<file path="config.mk">
export PLATFORM = sky130hd
export DESIGN_NAME = adc_sample_framer
export DESIGN_NICKNAME = d
export VERILOG_FILES = /design/src/rtl/adc_sample_framer.sv
export SDC_FILE = /design/constraint.sdc
export NUM_CORES = 1
export LEC_CHECK = 0
export BUFFER_PORTS_ARGS = -buffer_cell sky130_fd_sc_hd__buf_4
export CORE_MARGIN = 1
export CORE_UTILIZATION = 45
export CTS_CLUSTER_DIAMETER = 50
export DETAILED_ROUTE_END_ITERATION = 8
export SLEW_MARGIN = 10
export SYNTH_ARGS = -nofsm -noshare
export SYNTH_HDL_FRONTEND = slang
export SYNTH_SLANG_ARGS = --single-unit
</file>
<file path="constraint.sdc">
create_clock -name clk -period 3.1 [get_ports clk]
set_input_delay 0.62 -clock clk [delete_from_list [all_inputs] [get_ports clk]]
set_output_delay 0.62 -clock clk [all_outputs]
set_load 0.05 [all_outputs]
</file>
<file path="src/rtl/adc_sample_framer.sv">
// Serial ADC front end: starts a conversion every SAMPLE_PERIOD cycles, clocks in DATA_W bits
// MSB first (SPI mode 0), and presents each completed sample with a one-cycle strobe.
module adc_sample_framer #(
    parameter int unsigned DATA_W        = 16,
    parameter int unsigned CLK_DIV       = 4,
    parameter int unsigned SAMPLE_PERIOD = 1024,
    parameter bit          SIGNED_OUT    = 1'b1
) (
    input  logic              clk,
    input  logic              rst_n,
    input  logic              enable,
    input  logic              overrun_clr,
    input  logic              adc_sdo,
    output logic              adc_cs_n,
    output logic              adc_sclk,
    output logic [DATA_W-1:0] sample_out,
    output logic              sample_strobe,
    output logic              busy,
    output logic              overrun
);

    localparam int unsigned PER_W = (SAMPLE_PERIOD > 1) ? $clog2(SAMPLE_PERIOD) : 1;
    localparam int unsigned DIV_W = (CLK_DIV > 1) ? $clog2(CLK_DIV) : 1;
    localparam int unsigned BIT_W = $clog2(DATA_W + 1);
    localparam logic [DATA_W-1:0] MSB_FLIP = SIGNED_OUT ? {1'b1, {(DATA_W-1){1'b0}}} : '0;

    typedef enum logic [1:0] {StIdle, StSetup, StShift, StDone} state_e;

    state_e            state_q, state_d;
    logic [PER_W-1:0]  period_q;
    logic [DIV_W-1:0]  div_q;
    logic [BIT_W-1:0]  bits_q;
    logic [DATA_W-1:0] shift_q;
    logic [DATA_W-1:0] sample_q;
    logic              sclk_q;
    logic              strobe_q;
    logic              overrun_q;

    logic tick;
    logic div_last;
    logic all_bits;
    logic active;
    logic sclk_rise;
    logic sclk_fall;

    assign tick     = (period_q == '0);
    assign div_last = (div_q == DIV_W'(CLK_DIV - 1));
    assign all_bits = (bits_q == BIT_W'(DATA_W));

    // The end of SETUP doubles as the first rising edge; SHIFT ends after a full low half-period.
    assign sclk_rise = div_last && ((state_q == StSetup) ||
                                    (state_q == StShift && !sclk_q && !all_bits));
    assign sclk_fall = div_last && (state_q == StShift) && sclk_q;

    always_ff @(posedge clk or negedge rst_n) begin
        if (!rst_n) begin
            period_q <= '0;
        end else if (period_q == PER_W'(SAMPLE_PERIOD - 1)) begin
            period_q <= '0;
        end else begin
            period_q <= period_q + PER_W'(1);
        end
    end

    always_ff @(posedge clk or negedge rst_n) begin
        if (!rst_n) begin
            state_q <= StIdle;
        end else begin
            state_q <= state_d;
        end
    end

    always_comb begin
        state_d = state_q;
        unique case (state_q)
            StIdle:  if (tick && enable) state_d = StSetup;
            StSetup: if (div_last) state_d = StShift;
            StShift: if (div_last && !sclk_q && all_bits) state_d = StDone;
            StDone:  state_d = StIdle;
            default: state_d = StIdle;
        endcase
    end

    always_comb begin
        active   = (state_q == StSetup) || (state_q == StShift);
        busy     = active;
        adc_cs_n = !active;
        adc_sclk = sclk_q;
    end

    always_ff @(posedge clk or negedge rst_n) begin
        if (!rst_n) begin
            div_q     <= '0;
            bits_q    <= '0;
            shift_q   <= '0;
            sample_q  <= '0;
            sclk_q    <= 1'b0;
            strobe_q  <= 1'b0;
            overrun_q <= 1'b0;
        end else begin
            if (active) begin
                div_q <= div_last ? '0 : div_q + DIV_W'(1);
            end else begin
                div_q <= '0;
            end

            if (sclk_rise) begin
                sclk_q  <= 1'b1;
                shift_q <= {shift_q[DATA_W-2:0], adc_sdo};
            end else if (sclk_fall) begin
                sclk_q <= 1'b0;
            end

            if (state_q == StIdle) begin
                bits_q <= '0;
            end else if (sclk_rise) begin
                bits_q <= bits_q + BIT_W'(1);
            end

            strobe_q <= (state_q == StDone);
            if (state_q == StDone) begin
                sample_q <= shift_q ^ MSB_FLIP;
            end

            // A new overrun event takes priority over a clear in the same cycle.
            if (tick && state_q != StIdle) begin
                overrun_q <= 1'b1;
            end else if (overrun_clr) begin
                overrun_q <= 1'b0;
            end
        end
    end

    assign sample_out    = sample_q;
    assign sample_strobe = strobe_q;
    assign overrun       = overrun_q;

endmodule

</file>
-- Word-level counts from Yosys, hierarchy flattened
Cells that the tools add are included.
- word-level logic and storage cells: 56
- register bits: 54
- output and inout port bits: 21
- input bits: 5
- reduce and logical (&&, ||, !) cells: 21
- eq/ne operators: 9
- bitwise operators: 1
- add/sub/neg operators: 3
- mux-type cells: 13
- operators by type and width (kind ; number):
    $add 10x1->10 const B ; 1
    $eq 10x10->1 const B ; 1
    $logic_not 10->1 ; 1
    $mux 10 ; 1
    $mux 2 ; 5
    $mux 5 ; 2
    $logic_and 1x1->1 ; 9
    $pmux 2 s4 ; 1
    $reduce_bool 2->1 ; 4
    $eq 2x2->1 const B ; 3
    $add 5x1->5 const B ; 1
    $eq 5x5->1 const B ; 1
    $mux 1 ; 4
    $ne 2x2->1 const B ; 2
    $logic_not 1->1 ; 3
    $reduce_and 3->1 ; 1
    $add 2x1->2 const B ; 1
    $eq 2x1->1 const B ; 1
    $logic_not 2->1 ; 1
    $logic_or 1x1->1 ; 2
    $ne 2x1->1 const B ; 1
    $not 1->1 ; 1

-- Longest topological paths before layout
Gate-level depths: netlist (run 1).
- depth in word-level cells: 7
- gate-level depth with buffers: 8
- mapped depth without buffers: 6

-- Least setup slack after synthesis (run 1)
OpenSTA, ideal clock, no wires.
- kind: flip-flop to output port
- start: register state_q[0]
- end: output adc_cs_n
- arrival: 1.365 ns
- stages on the path, launching flop included: 4
- required time: 2.480 ns
- slack: 1.115 ns
- path buffers: 0
- cells stage by stage: dfrtp_1 inv_1 ha_1 inv_1
- word-level cells in the longest chain between the ends: 3
- elaborated cells on any way between the ends: 4
- those cells by class: eq/ne (2); reduce/logical (2)
- ends and longest elaborated chain (element ; RTL line ; source):
    start, declared ; 29 ; state_e state_q, state_d;
    start signal, assigned ; 67 ; state_q <= StIdle;
    start signal, assigned ; 69 ; state_q <= state_d;
    $eq 2x1->1 / $eq 2x2->1 (equally long branches) ; 85 ; active = (state_q == StSetup) || (state_q == StShift);
    $logic_or 1x1->1 * ; 85 ;
    net busy ; 18 ; output logic busy,
    $logic_not 1->1 * ; 87 ; adc_cs_n = !active;
    end, declared ; 14 ; output logic adc_cs_n,
The timed path passes the listed nets; every way through them passes the cells marked *.

-- Worst setup path after layout (run 1)
- start: register state_q[0]
- end: output adc_cs_n
- word-level cells in the longest chain between the ends: 3
- elaborated cells on any way between the ends: 4
- those cells by class: eq/ne (2); reduce/logical (2)
- ends and longest elaborated chain (element ; RTL line):
    $eq 2x1->1 / $eq 2x2->1 (equally long branches) ; 85
    $logic_or 1x1->1 * ; 85
    $logic_not 1->1 * ; 87
Mark *: on every way between the ends. The rest lies on a longest branch, timed or not.

==> results of run 1 <==
## logic make-up (layout without fill, tap and decap cells)
group           Yosys count  after routing  share of synthesized area [%]
fa+ha+maj                10             10                           5.33
simple gates             40             40                           9.44
compound gates           12             12                           4.37
buf+inv                  16             45                           2.83
xor+xnor                  9              9                           3.36
mux                      36             36                           17.1
flops                    54             54                           57.6
## layout make-up
type | count | share of cell area, %
flip-flops and latches | 54 | 50.3
multi-input cells | 107 | 34.6
repair buffers | 26 | 7.26
well taps | 67 | 3.12
clock buffers | 6 | 2.70
inverters | 11 | 1.54
clock inverters | 2 | 0.512
## placed cells by master, fill, tap and decap left out, types with 3 or more instances in the layout
cell type,count
xor2_1,3
nor2_1,11
nor3_1,3
clkbuf_8,5
xnor2_1,6
nand2b_1,3
ha_1,10
nand2_1,7
dfrtp_1,54
buf_4,26
mux2i_1,3
mux2_2,33
nand3_1,4
inv_1,11
## path summary, 6_finish.rpt
| path | startpoint | to | slack (ps) | depth (start not counted) |
|---|---|---|---|---|
| min in group clk | div_q[0]$_DFF_PN0_ | div_q[0]$_DFF_PN0_ | 450 | 1 |
| max reg2reg | state_q[0]$_DFFE_PN0P_ | shift_q[2]$_DFFE_PN0P_ | 1260 | 6 |
| max in group asynchronous | rst_n | period_q[6]$_DFF_PN0_ | 2300 | 1 |
| min reg2reg | div_q[0]$_DFF_PN0_ | div_q[0]$_DFF_PN0_ | 450 | 1 |
| min | rst_n | div_q[0]$_DFF_PN0_ | 340 | 1 |
| max | state_q[0]$_DFFE_PN0P_ | adc_cs_n | 1070 | 4 |
## cells in the mapped netlist (all sizes together) (2+ instances only)
cell type  instances  area [µm²]
inv               11        41.3
o21ai              2        10.0
nand2              7        26.3
and3               2        13.8
mux2i              3        30.0
ha                10         125
and4               2        17.5
nor3               3        15.0
nor2              11        41.3
dfrtp             54        1350
xor2               3        26.3
buf                4        21.3
nand3              5        30.0
mux2              33         372
nand2b             3        18.8
nor2b              2        12.5
xnor2              6        52.6
## routing by layer
metal	vias to the layer above	global-route usage (%)	wire, µm
li1	663	-	-
met4	0	4.82	42
met1	693	20.0	1760
met3	4	2.98	103
met5	-	0	0
met2	18	24.6	1760
## power by group
part	switching [W]	internal (W)	total (W)
sequential	0.0000000000000000000524	0.000704	0.000704
combinational	0.0000133	0.00000332	0.0000166
clock	0.000214	0.000160	0.000373
## through the flow
stage | cells | worst slack (ps) | utilization, %
after floorplan | 177 | 1120 | -
after global placement | 265 | 1260 | 53.3
after detailed placement | 265 | 1210 | 53.3
after CTS | 273 | 1050 | 55.1
after global routing | 273 | 970 | 55.1
final | 273 | 1070 | 55.1
## state kept, by name (all words and copies together) (netlist names)
name           count
sample_out        16
shift_q           16
period_q          10
bits_q             5
div_q              2
state_q            2
adc_sclk           1
overrun            1
sample_strobe      1
==> tab_implementation.tex, run 1 <==
\begin{tabular}{lr}
\hline
Metric & Value \\
\hline
\multicolumn{2}{l}{\textbf{Status}} \\
Outcome & finished, final reports clean \\
\multicolumn{2}{l}{\textbf{Global routing}} \\
Antenna violations before repair & 0 \\
Remaining global-route overflow & 0 \\
Maximum number of pins on one net before global-route repair & 55 \\
Gr usage total & 14.9\% \\
Wire length of the first global-routing pass & 6240 µm \\
Via count of the first global-routing pass & 1325 \\
\multicolumn{2}{l}{\textbf{Logic synthesis}} \\
Number of storage elements in the synthesis netlist & 54 \\
Netlist area before placement & 2350 µm² \\
Mean instance size in the synthesized netlist & 13.3 µm² \\
Count of synthesis-stage warnings from yosys & 0 \\
Number of flops mapped to enable cells by yosys & 0 \\
Nets in the synthesized netlist & 192 \\
Share of the yosys chip area belonging to registers & 57.6\% \\
Unique masters post-synth & 37 \\
Dominant register cell in the synthesized netlist & dfrtp\_1 \\
Proportion of synthesized flip-flops having asynchronous set or reset & 100\% \\
Synthesized instance count & 177 \\
\multicolumn{2}{l}{\textbf{Flow run}} \\
Count of max-cap constraint violations & 0 \\
\multicolumn{2}{l}{\textbf{Clock network}} \\
Clock tree sinks & 54 \\
Deepest level of the CTS H-tree & 2 \\
Buffer type at the clock tree root & clkbuf\_8 \\
Count of instances resized after the clock tree is built & 0 \\
Count of hold buffers inserted by post-cts repair & 0 \\
Buffer depth of the longest clock path & 2 \\
Clk slew on worst S/H paths & 90 ps \\
Worst-Skew Late Latency & 290 ps \\
Number of buffers added for setup after CTS & 0 \\
CTS tree & done \\
CTS buffer count & 5 \\
\multicolumn{2}{l}{\textbf{Pwr}} \\
Largest vdd supply drop & 0.287 mV \\
Pleak & 1.35 nW \\
Final Total Pwr & 0.00109 W \\
Power density over cell area & 407 nW/µm² \\
\multicolumn{2}{l}{\textbf{Placement}} \\
Cell area after placement & 2600 µm² \\
Final weighted congestion in routability-driven placement & 0.867 \\
Port buffer count & 25 \\
HPWL Detailed & 2570 µm \\
\multicolumn{2}{l}{\textbf{Floorplan}} \\
Die Footprint & 5510 µm² \\
Die Ht & 74.2 µm \\
I/O pin cnt & 26 \\
Starting utilization of the core area & 48.1\% \\
Rows & 25 \\
Die Span X & 74.2 µm \\
Core box area & 4880 µm² \\
\multicolumn{2}{l}{\textbf{Timing}} \\
Top achievable clock speed & 0.493 GHz \\
Setup repair after global routing missed its margin & false \\
Max-slew violation count & 0 \\
Worst-case hold slack & 342 ps \\
Share of the clock period used by the worst path & 65.4\% \\
Clock period minus final worst setup slack & 2030 ps \\
Slew Limit Headroom & 45.1\% \\
Summed negative setup slack over all endpoints & 0 ps \\
Hold violation total from the final report & 0 \\
Setup Viol. Count Final & 0 \\
Final setup skew & 6.96 ps \\
Slew @ Worst Pin & 823 ps \\
\multicolumn{2}{l}{\textbf{Route}} \\
Drt pass-1 iters & 4 \\
Via/cell ratio & 5.05 \\
Drt total wl & 3660 µm \\
DRC violations left & 0 \\
Via count & 1378 \\
Final antenna-violating net count & 0 \\
Mean routed wirelength per cell & 13.4 µm \\
Starting DRC count in detailed routing & 43 \\
\multicolumn{2}{l}{\textbf{Finish}} \\
Sequential cell area in the final layout & 1350 µm² \\
Area of all placed cells without fillers & 2690 µm² \\
Layout cell share with drive strength beyond 1 & 34.0\% \\
Area of combinational cells with multiple inputs & 930 µm² \\
Layout Area Growth over Synthesis & 14.5\% \\
Layout filler cell count & 444 \\
Number of nets in the layout & 220 \\
Final antenna diode count & 0 \\
\multicolumn{2}{l}{\textbf{Critical path}} \\
Sort of element at the start of the critical path & register \\
Worst Path Class, Setup & reg2out \\
Buffers and inverters on the worst path & 3 \\
Slowest Stage Delay on Critical Path & 410 ps \\
Critical path cell sequence & inv\_1 > ha\_1 > inv\_1 > buf\_4 \\
Required time reported for the critical path endpoint & 2480 ps \\
Data arrival at the endpoint of the critical path & 1410 ps \\
Biggest fanout along the worst timing path & 4 \\
Cell type group with the largest total delay on the critical path & buffers and inverters \\
Cell with the largest stage delay on the worst path & dfrtp\_1 \\
Type of destination of the critical path & primary output \\
Most frequent CP cell & inv\_1 \\
\multicolumn{2}{l}{\textbf{Min path}} \\
Hold crit path type & in2async \\
\hline
\end{tabular}
Note: power is estimated with default switching activity, not from simulation.
==> run 2, diff against run 1 <==
- PLACE_DENSITY: default -> 0.66
- clock period: 3.1 -> 1.8 ns (I/O delays scaled with it)
==> run 2 against run 1 <==
Worst hold slack got worse by 260 ps. Die area unchanged. Sequential cell count unchanged. Clock-buffer cell count stayed put. Clock skew up 6.2 ps. Routed wire length rose by 7.9%. First-iteration DRC count rose by 58%. Largest power group unchanged.
==> tab_implementation.tex, run 2 (synthesis results as in run 1) <==
\begin{tabular}{lr}
\hline
Metric & Value \\
\hline
\multicolumn{2}{l}{\textbf{Status}} \\
Outcome & finished, final reports clean (unchanged) \\
\multicolumn{2}{l}{\textbf{Finish}} \\
Most common cell after layout, fill and taps aside & dfrtp\_1 (unchanged) \\
Post-layout util & 59.0\% (was 55.1\%) \\
Number of nets in the layout & 234 (was 220) \\
Layout cell share with drive strength beyond 1 & 40.9\% (was 34.0\%) \\
Final antenna diode count & 0 (unchanged) \\
Most frequent cells in the layout & 54 x dfrtp\_1, 36 x buf\_4, 33 x mux2\_2 (was 54 x dfrtp\_1, 33 x mux2\_2, 26 x buf\_4) \\
Layout filler cell count & 436 (was 444) \\
Layout Area Growth over Synthesis & 22.6\% (was 14.5\%) \\
Sequential cell area in the final layout & 1350 µm² (unchanged) \\
Number of cells in the finished layout apart from fillers & 287 (was 273) \\
Area of combinational cells with multiple inputs & 968 µm² (was 930 µm²) \\
\multicolumn{2}{l}{\textbf{Critical path}} \\
Reg-to-reg slack, setup & 50 ps (was 1260 ps) \\
Data arrival at the endpoint of the critical path & 1930 ps (was 1410 ps) \\
Worst Path Class, Setup & reg2reg (was reg2out) \\
Capturing point of the worst reg2reg path & state\_q[1]\$\_DFFE\_PN0P\_ (was shift\_q[2]\$\_DFFE\_PN0P\_) \\
Type of destination of the critical path & register (was primary output) \\
Critical R2R Launch & period\_q[2]\$\_DFF\_PN0\_ (was state\_q[0]\$\_DFFE\_PN0P\_) \\
Worst r2r path cells & 4 (was 6) \\
Sort of element at the start of the critical path & register (unchanged) \\
Required time reported for the critical path endpoint & 1980 ps (was 2480 ps) \\
Biggest fanout along the worst timing path & 5 (was 4) \\
\multicolumn{2}{l}{\textbf{Clock network}} \\
Clock tree sinks & 54 (unchanged) \\
Worst-Skew Late Latency & 300 ps (was 290 ps) \\
Buffer type at the clock tree root & clkbuf\_8 (unchanged) \\
CTS buffer count & 5 (unchanged) \\
CTS tree & done (unchanged) \\
Deepest level of the CTS H-tree & 2 (unchanged) \\
Buffer depth of the longest clock path & 2 (unchanged) \\
Clk slew on worst S/H paths & 100 ps (was 90 ps) \\
\multicolumn{2}{l}{\textbf{Route}} \\
Starting DRC count in detailed routing & 68 (was 43) \\
Mean routed wirelength per cell & 13.8 µm (was 13.4 µm) \\
Via count & 1436 (was 1378) \\
Via/cell ratio & 5.00 (was 5.05) \\
DRC violations left & 0 (unchanged) \\
Drt pass-1 iters & 4 (unchanged) \\
Drt total wl & 3950 µm (was 3660 µm) \\
Final antenna-violating net count & 0 (unchanged) \\
\multicolumn{2}{l}{\textbf{Flow run}} \\
Count of max-cap constraint violations & 0 (unchanged) \\
\multicolumn{2}{l}{\textbf{Floorplan}} \\
Rows & 25 (unchanged) \\
Starting utilization of the core area & 48.1\% (unchanged) \\
Die Ht & 74.2 µm (unchanged) \\
Die Footprint & 5510 µm² (unchanged) \\
Die Span X & 74.2 µm (unchanged) \\
Core box area & 4880 µm² (unchanged) \\
I/O pin cnt & 26 (unchanged) \\
\multicolumn{2}{l}{\textbf{Pwr}} \\
Final Total Pwr & 0.00194 W (was 0.00109 W) \\
Power density over cell area & 675 nW/µm² (was 407 nW/µm²) \\
Largest vdd supply drop & 0.677 mV (was 0.287 mV) \\
Pleak & 1.44 nW (was 1.35 nW) \\
\multicolumn{2}{l}{\textbf{Timing}} \\
Setup Viol. Count Final & 0 (unchanged) \\
Share of the clock period used by the worst path & 97.4\% \\
Worst-case hold slack & 79.6 ps (was 342 ps) \\
Slew Limit Headroom & 55.9\% (was 45.1\%) \\
Clock period minus final worst setup slack & 1750 ps \\
Final setup margin & 47.1 ps (was 1070 ps) \\
Max-slew violation count & 0 (unchanged) \\
Final setup skew & 13.1 ps (was 6.96 ps) \\
Hold violation total from the final report & 0 (unchanged) \\
Top achievable clock speed & 0.570 GHz \\
Slew @ Worst Pin & 662 ps (was 823 ps) \\
\multicolumn{2}{l}{\textbf{Min path}} \\
Hold crit path type & in2async (unchanged) \\
\multicolumn{2}{l}{\textbf{Placement}} \\
Final weighted congestion in routability-driven placement & 0.836 (was 0.867) \\
HPWL Detailed & 2540 µm (was 2570 µm) \\
Cell count after placement & 269 (was 265) \\
Place WS & 30.4 ps (was 1210 ps) \\
Port buffer count & 25 (unchanged) \\
\multicolumn{2}{l}{\textbf{Global routing}} \\
Gr usage total & 15.3\% (was 14.9\%) \\
Remaining global-route overflow & 0 (unchanged) \\
Wire length of the first global-routing pass & 6330 µm (was 6240 µm) \\
Antenna violations before repair & 0 (unchanged) \\
Maximum number of pins on one net before global-route repair & 55 (unchanged) \\
Via count of the first global-routing pass & 1392 (was 1325) \\
\hline
\end{tabular}
run 2: routing by layer:
metal | part of all wire, % | routed length [µm] | track usage, % | vias up
li1 | - | - | - | 695
met1 | 48 | 1920 | 21.7 | 719
met2 | 48 | 1900 | 23.6 | 17
met3 | 2.3 | 90 | 3.25 | 5
met4 | 1.1 | 45 | 5.03 | 0
met5 | 0 | 0 | 0 | -
run 2: stage by stage:
step	instance area (µm²)	TNS (ps)
after floorplan	2350	0
after global placement	2640	0
after detailed placement	2640	0
after CTS	2760	0
after global routing	2880	-9.55
final	2880	0
run 2: how the worst max path moves through the flow:
stage                            from                     end
6_report        period_q[2]$_DFF_PN0_  state_q[1]$_DFFE_PN0P_
5_1_grt         bits_q[0]$_DFFE_PN0P_  shift_q[1]$_DFFE_PN0P_
2_1_floorplan  state_q[0]$_DFFE_PN0P_   bits_q[0]$_DFFE_PN0P_
3_5_place_dp    bits_q[0]$_DFFE_PN0P_  shift_q[1]$_DFFE_PN0P_
3_3_place_gp    period_q[0]$_DFF_PN0_  state_q[1]$_DFFE_PN0P_
4_1_cts         bits_q[0]$_DFFE_PN0P_  shift_q[1]$_DFFE_PN0P_
run 2: area by class of cell:
type	instances	area share, %
Sequential cell	54	47.0
Multi-Input combinational cell	107	33.7
Timing Repair Buffer	40	11.6
Tap cell	67	2.91
Clock buffer	6	2.87
Inverter	11	1.43
Clock inverter	2	0.609
run 2: timing repair:
action / CTS / global route
setup buffers: 1 / 7
gates resized for setup: 2 / 9
setup endpoints to repair: 1 / 20
gates cloned: 0 / 2
hold buffers: 0 / 0
run 2: worst max-delay path: stages, from the launching register on:
cell,delay (ps)
dfrtp_1,450
or4_4,580
o41ai_4,340
nand3_2,130
mux2i_1,140
run 2: report_power, final:
| part | total (W) | switching, W | internal (W) | leakage [nW] |
|---|---|---|---|---|
| logic | 0.0000286 | 0.0000229 | 0.00000569 | 0.651 |
| clock network | 0.000702 | 0.000385 | 0.000317 | 0.0514 |
| registers | 0.00121 | 0.0000000000000000000879 | 0.00121 | 0.735 |
| total | 0.00194 | 0.000408 | 0.00153 | 1.44 |
